**config.mk**
```make
export PLATFORM = sky130hd
export DESIGN_NAME = uart_tx_arbiter
export DESIGN_NICKNAME = d
export VERILOG_FILES = /design/src/rtl/uart_tx_arbiter.sv
export SDC_FILE = /design/constraint.sdc
export NUM_CORES = 1
export LEC_CHECK = 0
export CAP_MARGIN = 20
export CORE_MARGIN = 1
export CORE_UTILIZATION = 35
export CTS_BUF_LIST = sky130_fd_sc_hd__clkbuf_8
export CTS_CLUSTER_DIAMETER = 40
export DETAILED_ROUTE_END_ITERATION = 10
export GPL_ROUTABILITY_DRIVEN = 1
export HOLD_SLACK_MARGIN = 0.1
export PLACE_DENSITY = 0.75
export SYNTH_ARGS = -nofsm -noshare
export SYNTH_HDL_FRONTEND = slang
export SYNTH_SLANG_ARGS = --single-unit
```
**constraint.sdc**
```tcl
create_clock -name clk -period 3.55 [get_ports clk]
set_clock_uncertainty 0.05 [all_clocks]
set_input_delay 0.355 -clock clk [delete_from_list [all_inputs] [get_ports clk]]
set_output_delay 0.355 -clock clk [all_outputs]
set_load 0.03 [all_outputs]
```
**src/rtl/uart_tx_arbiter.sv**
```systemverilog
// Round-robin arbiter that feeds one uart_transmitter from NREQ byte producers.
// Optional message lock (a requester keeps the grant) is enabled by defining UART_ARB_LOCK_EN.
module uart_tx_arbiter #(
  parameter int NREQ = 4,
  parameter int IDW  = 2
) (
  input  logic              clk,
  input  logic              rst_n,
  input  logic [NREQ-1:0]   req_valid,
  input  logic [8*NREQ-1:0] req_byte,
  input  logic [NREQ-1:0]   req_lock,
  output logic [NREQ-1:0]   req_ack,
  input  logic              tx_ready,
  output logic              tx_new_byte,
  output logic [7:0]        tx_byte,
  output logic [IDW-1:0]    grant_id,
  output logic              busy
);

  // Handshake: a requester holds req_valid and its byte stable until it sees
  // its req_ack pulse; the byte is taken on the edge that raises req_ack.
  // tx_new_byte is a one-cycle strobe issued only while tx_ready was high in IDLE.

  typedef enum logic [1:0] {
    IDLE  = 2'd0,
    GUARD = 2'd1,
    WAIT  = 2'd2
  } state_t;

  state_t          state_q, state_d;
  logic [IDW-1:0]  last_q, last_d;
  logic [IDW-1:0]  grant_d;
  logic [7:0]      tx_byte_d;
  logic            tx_new_byte_d;
  logic [NREQ-1:0] req_ack_d;
  logic [NREQ-1:0] eligible;
  logic            win_found;
  logic [IDW-1:0]  win_id;

`ifdef UART_ARB_LOCK_EN
  logic            lock_q, lock_d;
  logic [IDW-1:0]  lock_id_q, lock_id_d;
  logic [NREQ-1:0] lock_mask;

  assign lock_mask = {{(NREQ-1){1'b0}}, 1'b1} << lock_id_q;
  assign eligible  = lock_q ? (req_valid & lock_mask) : req_valid;
`else
  logic unused_req_lock;

  assign unused_req_lock = ^req_lock;
  assign eligible        = req_valid;
`endif

  assign busy = (state_q != IDLE);

  // Scan starts one past the previous winner so every requester gets a turn.
  always_comb begin
    win_found = 1'b0;
    win_id    = '0;
    for (int k = 1; k <= NREQ; k++) begin
      if (!win_found && eligible[(int'(last_q) + k) % NREQ]) begin
        win_found = 1'b1;
        win_id    = IDW'((int'(last_q) + k) % NREQ);
      end
    end
  end

  always_comb begin
    state_d       = state_q;
    last_d        = last_q;
    grant_d       = grant_id;
    tx_byte_d     = tx_byte;
    tx_new_byte_d = 1'b0;
    req_ack_d     = '0;
`ifdef UART_ARB_LOCK_EN
    lock_d        = lock_q;
    lock_id_d     = lock_id_q;
`endif
    case (state_q)
      IDLE: begin
        if (tx_ready && win_found) begin
          state_d           = GUARD;
          last_d            = win_id;
          grant_d           = win_id;
          tx_byte_d         = req_byte[8*int'(win_id) +: 8];
          tx_new_byte_d     = 1'b1;
          req_ack_d[win_id] = 1'b1;
`ifdef UART_ARB_LOCK_EN
          lock_d            = req_lock[win_id];
          lock_id_d         = win_id;
`endif
        end
`ifdef UART_ARB_LOCK_EN
        else if (lock_q && !req_valid[lock_id_q] && !req_lock[lock_id_q]) begin
          lock_d = 1'b0;
        end
`endif
      end
      // The transmitter lowers tx_ready one cycle after the strobe; skip that cycle.
      GUARD: state_d = WAIT;
      WAIT: begin
        if (tx_ready) state_d = IDLE;
      end
      default: state_d = IDLE;
    endcase
  end

  always_ff @(posedge clk or negedge rst_n) begin
    if (!rst_n) begin
      state_q     <= IDLE;
      last_q      <= IDW'(NREQ - 1);
      grant_id    <= '0;
      tx_byte     <= 8'h00;
      tx_new_byte <= 1'b0;
      req_ack     <= '0;
    end else begin
      state_q     <= state_d;
      last_q      <= last_d;
      grant_id    <= grant_d;
      tx_byte     <= tx_byte_d;
      tx_new_byte <= tx_new_byte_d;
      req_ack     <= req_ack_d;
    end
  end

`ifdef UART_ARB_LOCK_EN
  always_ff @(posedge clk or negedge rst_n) begin
    if (!rst_n) begin
      lock_q    <= 1'b0;
      lock_id_q <= '0;
    end else begin
      lock_q    <= lock_d;
      lock_id_q <= lock_id_d;
    end
  end
`endif

endmodule

```
==> impl_metrics.prom, run 1 <==
# TYPE chip_impl_metric gauge
chip_impl_metric{name="finalHoldViolCount",unit=""} 0
chip_impl_metric{name="total_switching_power",unit="mW"} 0.494
chip_impl_metric{name="fin_setup_tns",unit="ns"} 0
chip_impl_metric{name="antenna_found_initial",unit=""} 0
chip_impl_info{name="ctsRootBufferMaster",value="clkbuf_8"} 1
chip_impl_metric{name="grt_pass1_wl",unit="um"} 4330
chip_impl_metric{name="setup_viol",unit=""} 0
chip_impl_metric{name="die_w",unit="um"} 56.3
chip_impl_info{name="ys_top_cells_by_area",value="dfrtp_1, mux2i_1, a221oi_2"} 1
chip_impl_metric{name="ys_warn_count",unit=""} 0
chip_impl_metric{name="crit_cells",unit=""} 7
chip_impl_info{name="worst_path_dominant_cell_family",value="buffers and inverters"} 1
chip_impl_metric{name="route.detailed.drc",unit=""} 0
chip_impl_metric{name="global_placement_routability_congestion",unit=""} 0.730
chip_impl_metric{name="detail_route.wirelength",unit="um"} 2560
chip_impl_metric{name="synth_sequential_area_ratio",unit="%"} 46.2
chip_impl_metric{name="grt_util_all_layers",unit="%"} 17.5
chip_impl_metric{name="drt_iter0_drc",unit=""} 5
chip_impl_metric{name="synth_seq_cells",unit=""} 19
chip_impl_metric{name="utilization",unit="%"} 59.3
chip_impl_metric{name="fillCellCount",unit=""} 256
chip_impl_info{name="synth.largest_area_cell",value="dfrtp_1"} 1
chip_impl_metric{name="place_area",unit="um2"} 1600
chip_impl_metric{name="whs_path_depth",unit=""} 2
chip_impl_info{name="min_to",value="grant_id[1]$_DFFE_PN0P_"} 1
chip_impl_metric{name="reg2reg_slack",unit="ns"} 1.55
chip_impl_metric{name="netlist.area_leader.share",unit="%"} 41.2
chip_impl_info{name="crit_path_start_kind",value="input pin"} 1
chip_impl_metric{name="fmax",unit="GHz"} 0.434
chip_impl_metric{name="grt_overflow",unit=""} 0
chip_impl_info{name="worstPathCellList",value="clkdlybuf4s50_1 > or2_4 > a22o_1 > a221oi_4 > buf_4 > mux2i_1 > a221oi_2"} 1
chip_impl_metric{name="reg2regPathDepth",unit=""} 4
chip_impl_metric{name="antenna-diode-count",unit=""} 0
chip_impl_metric{name="cts-buffers-inserted",unit=""} 3
chip_impl_metric{name="portBuffers",unit=""} 54
chip_impl_metric{name="postLayoutCellArea",unit="um2"} 1650
chip_impl_metric{name="synthDistinctLibCells",unit=""} 24
chip_impl_metric{name="die_height",unit="um"} 56.3
chip_impl_metric{name="cts.sinks",unit=""} 19
chip_impl_metric{name="worstPathArrival",unit="ns"} 2.36
chip_impl_info{name="timing.rr.end",value="req_ack[1]$_DFF_PN0_"} 1
chip_impl_metric{name="period_minus_slack",unit="ns"} 2.31
chip_impl_metric{name="share_comb_of_total_power",unit="%"} 57.0
chip_impl_info{name="layout_commonest_cell",value="clkdlybuf4s50_1"} 1
chip_impl_metric{name="rows",unit=""} 19
chip_impl_metric{name="seq_power_share",unit="%"} 30.8
chip_impl_metric{name="power_frac_clock",unit="%"} 12.2
chip_impl_metric{name="drt_pass1_iterations",unit=""} 3
chip_impl_info{name="run_status",value="finished clean"} 1
chip_impl_metric{name="die_area",unit="um2"} 3170
chip_impl_metric{name="finish.net_count",unit=""} 189
chip_impl_metric{name="max_capacitance_violation_total",unit=""} 0
chip_impl_info{name="endpoint_kind",value="flip-flop"} 1
chip_impl_metric{name="syn_inst",unit=""} 90
chip_impl_metric{name="vdd_ir_drop_max",unit="mV"} 0.465
chip_impl_metric{name="post_drt_via_cell_ratio",unit=""} 5.15
chip_impl_metric{name="coreArea",unit="um2"} 2780
chip_impl_metric{name="layout.cells.non_filler",unit=""} 176
chip_impl_metric{name="p_per_area",unit="nW/um2"} 720
chip_impl_metric{name="maxSlewHeadroom",unit="%"} 43.8
chip_impl_info{name="hold_path_class",value="reg2reg"} 1
chip_impl_metric{name="grt_pass1_vias",unit=""} 996
chip_impl_metric{name="vias",unit=""} 906
chip_impl_metric{name="grt_max_degree",unit=""} 21
chip_impl_metric{name="dp_cells",unit=""} 172
chip_impl_metric{name="swShare",unit="%"} 41.6
chip_impl_metric{name="power_report.internal_total",unit="mW"} 0.694
chip_impl_metric{name="dp.final_hpwl",unit="um"} 1940
chip_impl_metric{name="worst_skew_pair.late_latency",unit="ns"} 0.25
chip_impl_metric{name="bufs_and_invs_on_worst_path",unit=""} 2
chip_impl_metric{name="maxSlewViolCount",unit=""} 0
chip_impl_metric{name="syn-mean-instance-area",unit="um2"} 11.5
chip_impl_metric{name="cts_hold_repair.buffers",unit=""} 0
chip_impl_metric{name="drtAntennaViolNets",unit=""} 0
chip_impl_metric{name="worst_pin_slew",unit="ns"} 0.840
chip_impl_metric{name="power.leakage",unit="nW"} 0.726
chip_impl_metric{name="worst_path_largest_cell_delay",unit="ns"} 0.48
chip_impl_metric{name="fin_crit_sh",unit="%"} 65.0
chip_impl_metric{name="syn_area",unit="um2"} 1030
chip_impl_metric{name="final_layout_size_suffix_gt1_share",unit="%"} 15.9
chip_impl_metric{name="post_cts.resized_instances",unit=""} 0
chip_impl_metric{name="post-cts-setup-buffers",unit=""} 0
chip_impl_metric{name="max-clock-path-buffers",unit=""} 2
chip_impl_metric{name="path_clk_slew",unit="ns"} 0.07
chip_impl_info{name="grt_setup_unrepaired",value="false"} 1
chip_impl_metric{name="htree_levels",unit=""} 1
chip_impl_metric{name="required",unit="ns"} 3.60
chip_impl_metric{name="floorplan.initialDensity",unit="%"} 37.2
chip_impl_metric{name="final_routed_wire_length_divided_by_cell_count",unit="um"} 14.5
chip_impl_metric{name="floorplan.io_pins",unit=""} 59
chip_impl_info{name="timing.rr.start",value="last_q[1]$_DFFE_PN1P_"} 1
chip_impl_metric{name="timing.critical_path.fanout_max",unit=""} 20
chip_impl_info{name="final_cell_mix",value="clkdlybuf4s50_1, mux2i_1, dfrtp_1"} 1
chip_impl_info{name="critical-path-slowest-cell",value="clkdlybuf4s50_1"} 1
chip_impl_info{name="holdCritStartpoint",value="grant_id[1]$_DFFE_PN0P_"} 1
chip_impl_metric{name="syn-num-nets",unit=""} 133
chip_impl_info{name="critical_path_class",value="in2reg"} 1
chip_impl_metric{name="syn_to_final_growth",unit="%"} 59.6
chip_impl_info{name="cts_tree",value="yes"} 1
-- Yosys cell counts --
master    count
or2_4         1
mux2i_1      17
a221oi_2      9
and2b_2       2
inv_2         1
nor2_1       15
a21oi_1       1
clkbuf_4      1
inv_1         4
nand2_1       7
buf_2         1
dfrtp_1      17
and3_2        1
mux2_2        1
o21ai_0       1
o221ai_1      1
nor2_2        1
buf_6         1
dfstp_2       2
nor3_1        2
a22o_1        1
o311ai_4      1
clkbuf_1      1
and2_1        1
-- state kept, by name, summed over array words and instances (netlist names) --
register	count
grant_id	2
tx_new_byte	1
last_q	2
state_q	2
tx_byte	8
req_ack	4
-- layer usage --
metal  vias up  track usage, %  routed length (um)
li1        432               -                   -
met2        40            33.0                1310
met1       432            19.6                1060
met3         2            3.69                 164
met4         0            5.23                  21
met5         -               0                   0
-- cells by family (layout without fill, tap and decap cells) --
kind of cell	after synthesis	after routing	synth area share [%]
buffers and inverters	9	64	4.48
multiplexers	18	18	17.6
AO/OA/AOI/OAI	14	14	18.3
flip-flops	19	19	46.2
AND/OR/NAND/NOR	30	30	13.4
-- worst max-delay path by stage --
stage / startpoint / to / slack (ns)
2_1_floorplan: req_valid[0] / tx_byte[2]$_DFFE_PN0P_ / 1.73
3_3_place_gp: req_valid[0] / req_ack[1]$_DFF_PN0_ / 1.03
3_5_place_dp: req_valid[0] / tx_byte[6]$_DFFE_PN0P_ / 1.00
4_1_cts: req_valid[0] / tx_byte[7]$_DFFE_PN0P_ / 1.27
5_1_grt: req_valid[3] / tx_byte[6]$_DFFE_PN0P_ / 1.17
6_report: req_valid[0] / tx_byte[6]$_DFFE_PN0P_ / 1.24
-- worst min-delay path, stage by stage, from the launching register on --
cell	delay, ns
dfrtp_1	0.35
nand2_1	0.05
nand2_1	0.05
-- metrics by stage --
step                      setup WS (ns)  hold WS [ns]  total power [mW]
after floorplan                    1.73       0.00941             0.804
after global placement             1.03         0.414              1.03
after detailed placement           1.00         0.425              1.05
after CTS                          1.27         0.443              1.20
after global routing               1.17         0.506              1.26
final                              1.24         0.435              1.19
-- power groups by stage --
stage | combinational, mW | clock, mW | sequential (mW)
2_1_floorplan | 0.316 | 0 | 0.489
3_3_place_gp | 0.668 | 0 | 0.365
3_5_place_dp | 0.685 | 0 | 0.365
4_1_cts | 0.684 | 0.150 | 0.367
5_1_grt | 0.722 | 0.158 | 0.381
6_report | 0.677 | 0.145 | 0.366
-- area by class of cell --
cell class	instances	area, um2	share of cell area (%)
timing repair buffer	55	548	33.2
multi-input combinational	62	520	31.6
sequential	19	478	29.0
clock buffer	3	41.3	2.50
tap	31	38.8	2.35
inverter	5	18.8	1.14
clock inverter	1	3.75	0.228
Power figures use the tool's default switching activity.
==> run 2, diff against run 1 <==
Settings changed: PLACE_DENSITY 0.75 to 0.78.
Clock period 3.55 ns to 2.04 ns, I/O delays scaled along.
==> impl_metrics.prom, run 2 (synthesis results as in run 1) <==
# TYPE chip_impl_metric gauge
chip_impl_metric{name="floorplan.initialDensity",unit="%"} 37.2
chip_impl_metric{name="dp.final_hpwl",unit="um"} 2080
chip_impl_info{name="ctsRootBufferMaster",value="clkbuf_8"} 1
chip_impl_metric{name="fin_setup_tns",unit="ns"} 0
chip_impl_metric{name="p_per_area",unit="nW/um2"} 1230
chip_impl_metric{name="fmax",unit="GHz"} 0.518
chip_impl_metric{name="max-clock-path-buffers",unit=""} 2
chip_impl_metric{name="cts.sinks",unit=""} 19
chip_impl_metric{name="largest_register_ffs",unit=""} 8
chip_impl_metric{name="hold_slack",unit="ns"} 0.237
chip_impl_info{name="timing.rr.start",value="last_q[0]$_DFFE_PN1P_"} 1
chip_impl_metric{name="path_clk_slew",unit="ns"} 0.07
chip_impl_metric{name="layout.cells.non_filler",unit=""} 188
chip_impl_info{name="critical_path_class",value="in2reg"} 1
chip_impl_metric{name="drt_iter0_drc",unit=""} 12
chip_impl_metric{name="detailedPlace.worstSlack",unit="ns"} -0.163
chip_impl_metric{name="final_critical_path_setup_slack",unit="ns"} 0.111
chip_impl_metric{name="period_minus_slack",unit="ns"} 1.93
chip_impl_metric{name="antenna_found_initial",unit=""} 0
chip_impl_metric{name="final_routed_wire_length_divided_by_cell_count",unit="um"} 13.6
chip_impl_metric{name="worstPathArrival",unit="ns"} 2.04
chip_impl_metric{name="vdd_ir_drop_max",unit="mV"} 0.790
chip_impl_metric{name="postLayoutCellArea",unit="um2"} 1760
chip_impl_info{name="crit_path_start_kind",value="input pin"} 1
chip_impl_metric{name="post-cts-setup-buffers",unit=""} 0
chip_impl_metric{name="die_w",unit="um"} 56.3
chip_impl_info{name="grt_setup_unrepaired",value="false"} 1
chip_impl_metric{name="utilization",unit="%"} 63.4
chip_impl_metric{name="grt_pass1_wl",unit="um"} 4370
chip_impl_metric{name="finalHoldViolCount",unit=""} 0
chip_impl_metric{name="route.detailed.drc",unit=""} 0
chip_impl_metric{name="maxSlewViolCount",unit=""} 0
chip_impl_metric{name="cts-buffers-inserted",unit=""} 3
chip_impl_metric{name="grt_pass1_vias",unit=""} 1021
chip_impl_metric{name="grt_max_degree",unit=""} 21
chip_impl_metric{name="antenna-diode-count",unit=""} 0
chip_impl_metric{name="worst_pin_slew",unit="ns"} 0.379
chip_impl_metric{name="die_area",unit="um2"} 3170
chip_impl_metric{name="rows",unit=""} 19
chip_impl_info{name="hold_path_class",value="in2async"} 1
chip_impl_metric{name="global_placement_routability_congestion",unit=""} 0.755
chip_impl_metric{name="coreArea",unit="um2"} 2780
chip_impl_metric{name="metal1_wirelength",unit="um"} 1000
chip_impl_metric{name="detail_route.wirelength",unit="um"} 2560
chip_impl_info{name="cts_tree",value="yes"} 1
chip_impl_info{name="run_status",value="finished clean"} 1
chip_impl_metric{name="cts_hold_repair.buffers",unit=""} 0
chip_impl_info{name="endpoint_kind",value="flip-flop"} 1
chip_impl_info{name="routed.top_layer",value="met4"} 1
chip_impl_info{name="final_cell_mix",value="clkdlybuf4s50_1, mux2i_1, dfrtp_1"} 1
chip_impl_metric{name="worst_skew_pair.late_latency",unit="ns"} 0.25
chip_impl_metric{name="drtAntennaViolNets",unit=""} 0
chip_impl_metric{name="max_capacitance_violation_total",unit=""} 0
chip_impl_metric{name="setup_viol",unit=""} 0
chip_impl_metric{name="floorplan.io_pins",unit=""} 59
chip_impl_metric{name="maxSlewHeadroom",unit="%"} 74.5
chip_impl_metric{name="routed-wl-met2",unit="um"} 1330
chip_impl_metric{name="final_layout_size_suffix_gt1_share",unit="%"} 22.3
chip_impl_metric{name="place_area",unit="um2"} 1720
chip_impl_metric{name="fillCellCount",unit=""} 236
chip_impl_metric{name="dp_cells",unit=""} 184
chip_impl_metric{name="detailroute.wirelength.met3",unit="um"} 202
chip_impl_metric{name="fin_crit_sh",unit="%"} 94.6
chip_impl_metric{name="drt_pass1_iterations",unit=""} 3
chip_impl_metric{name="fin_total_pwr",unit="mW"} 2.16
chip_impl_metric{name="timing.critical_path.fanout_max",unit=""} 20
chip_impl_metric{name="die_height",unit="um"} 56.3
chip_impl_metric{name="vias",unit=""} 945
chip_impl_metric{name="reg2reg_slack",unit="ns"} 0.26
chip_impl_metric{name="power.leakage",unit="nW"} 0.793
chip_impl_metric{name="grt_overflow",unit=""} 0
chip_impl_info{name="regMostFlops",value="tx_byte"} 1
chip_impl_metric{name="reg2regPathDepth",unit=""} 5
chip_impl_metric{name="required",unit="ns"} 2.15
chip_impl_metric{name="post_cts.resized_instances",unit=""} 0
chip_impl_metric{name="htree_levels",unit=""} 1
chip_impl_metric{name="portBuffers",unit=""} 54
chip_impl_info{name="layout_commonest_cell",value="clkdlybuf4s50_1"} 1
chip_impl_info{name="layout_top_registers",value="tx_byte x8, req_ack x4"} 1
chip_impl_metric{name="grt_util_all_layers",unit="%"} 17.7
chip_impl_metric{name="post_drt_via_cell_ratio",unit=""} 5.03
chip_impl_metric{name="finish.net_count",unit=""} 201
chip_impl_info{name="timing.rr.end",value="tx_byte[3]$_DFFE_PN0P_"} 1
chip_impl_metric{name="syn_to_final_growth",unit="%"} 70.7
==> run 2: layer usage <==
layer,up-vias,GRT usage (%)
li1,456,-
met1,439,19.5
met2,46,32.3
met3,4,5.53
met4,0,5.23
met5,-,0
==> run 2: power by group <==
part           internal, mW  switching [mW]
clock                 0.133           0.113
sequential            0.537           0.102
combinational         0.617           0.658
total                  1.29           0.874
==> run 2: cell type report <==
cell class | instances | area, um2 | area share (%)
Clock buffer | 3 | 41.3 | 2.34
Sequential cell | 19 | 478 | 27.1
Multi-Input combinational cell | 62 | 520 | 29.5
Timing Repair Buffer | 67 | 663 | 37.6
Tap cell | 31 | 38.8 | 2.20
Inverter | 5 | 18.8 | 1.06
Clock inverter | 1 | 3.75 | 0.213
==> run 2: worst max path at each step <==
stage,to,start
floorplan,tx_byte[2]$_DFFE_PN0P_,req_valid[0]
global placement,tx_byte[2]$_DFFE_PN0P_,req_valid[0]
detailed placement,tx_byte[1]$_DFFE_PN0P_,req_valid[0]
CTS,tx_byte[1]$_DFFE_PN0P_,req_valid[0]
global route,tx_byte[7]$_DFFE_PN0P_,req_valid[0]
finish,tx_byte[3]$_DFFE_PN0P_,req_valid[0]
==> run 2: worst max-delay path, stage by stage <==
cell,delay (ns)
clkdlybuf4s50_1,0.42
or2_4,0.26
a22o_1,0.21
a221oi_4,0.32
buf_12,0.21
mux2i_1,0.12
a221oi_2,0.28
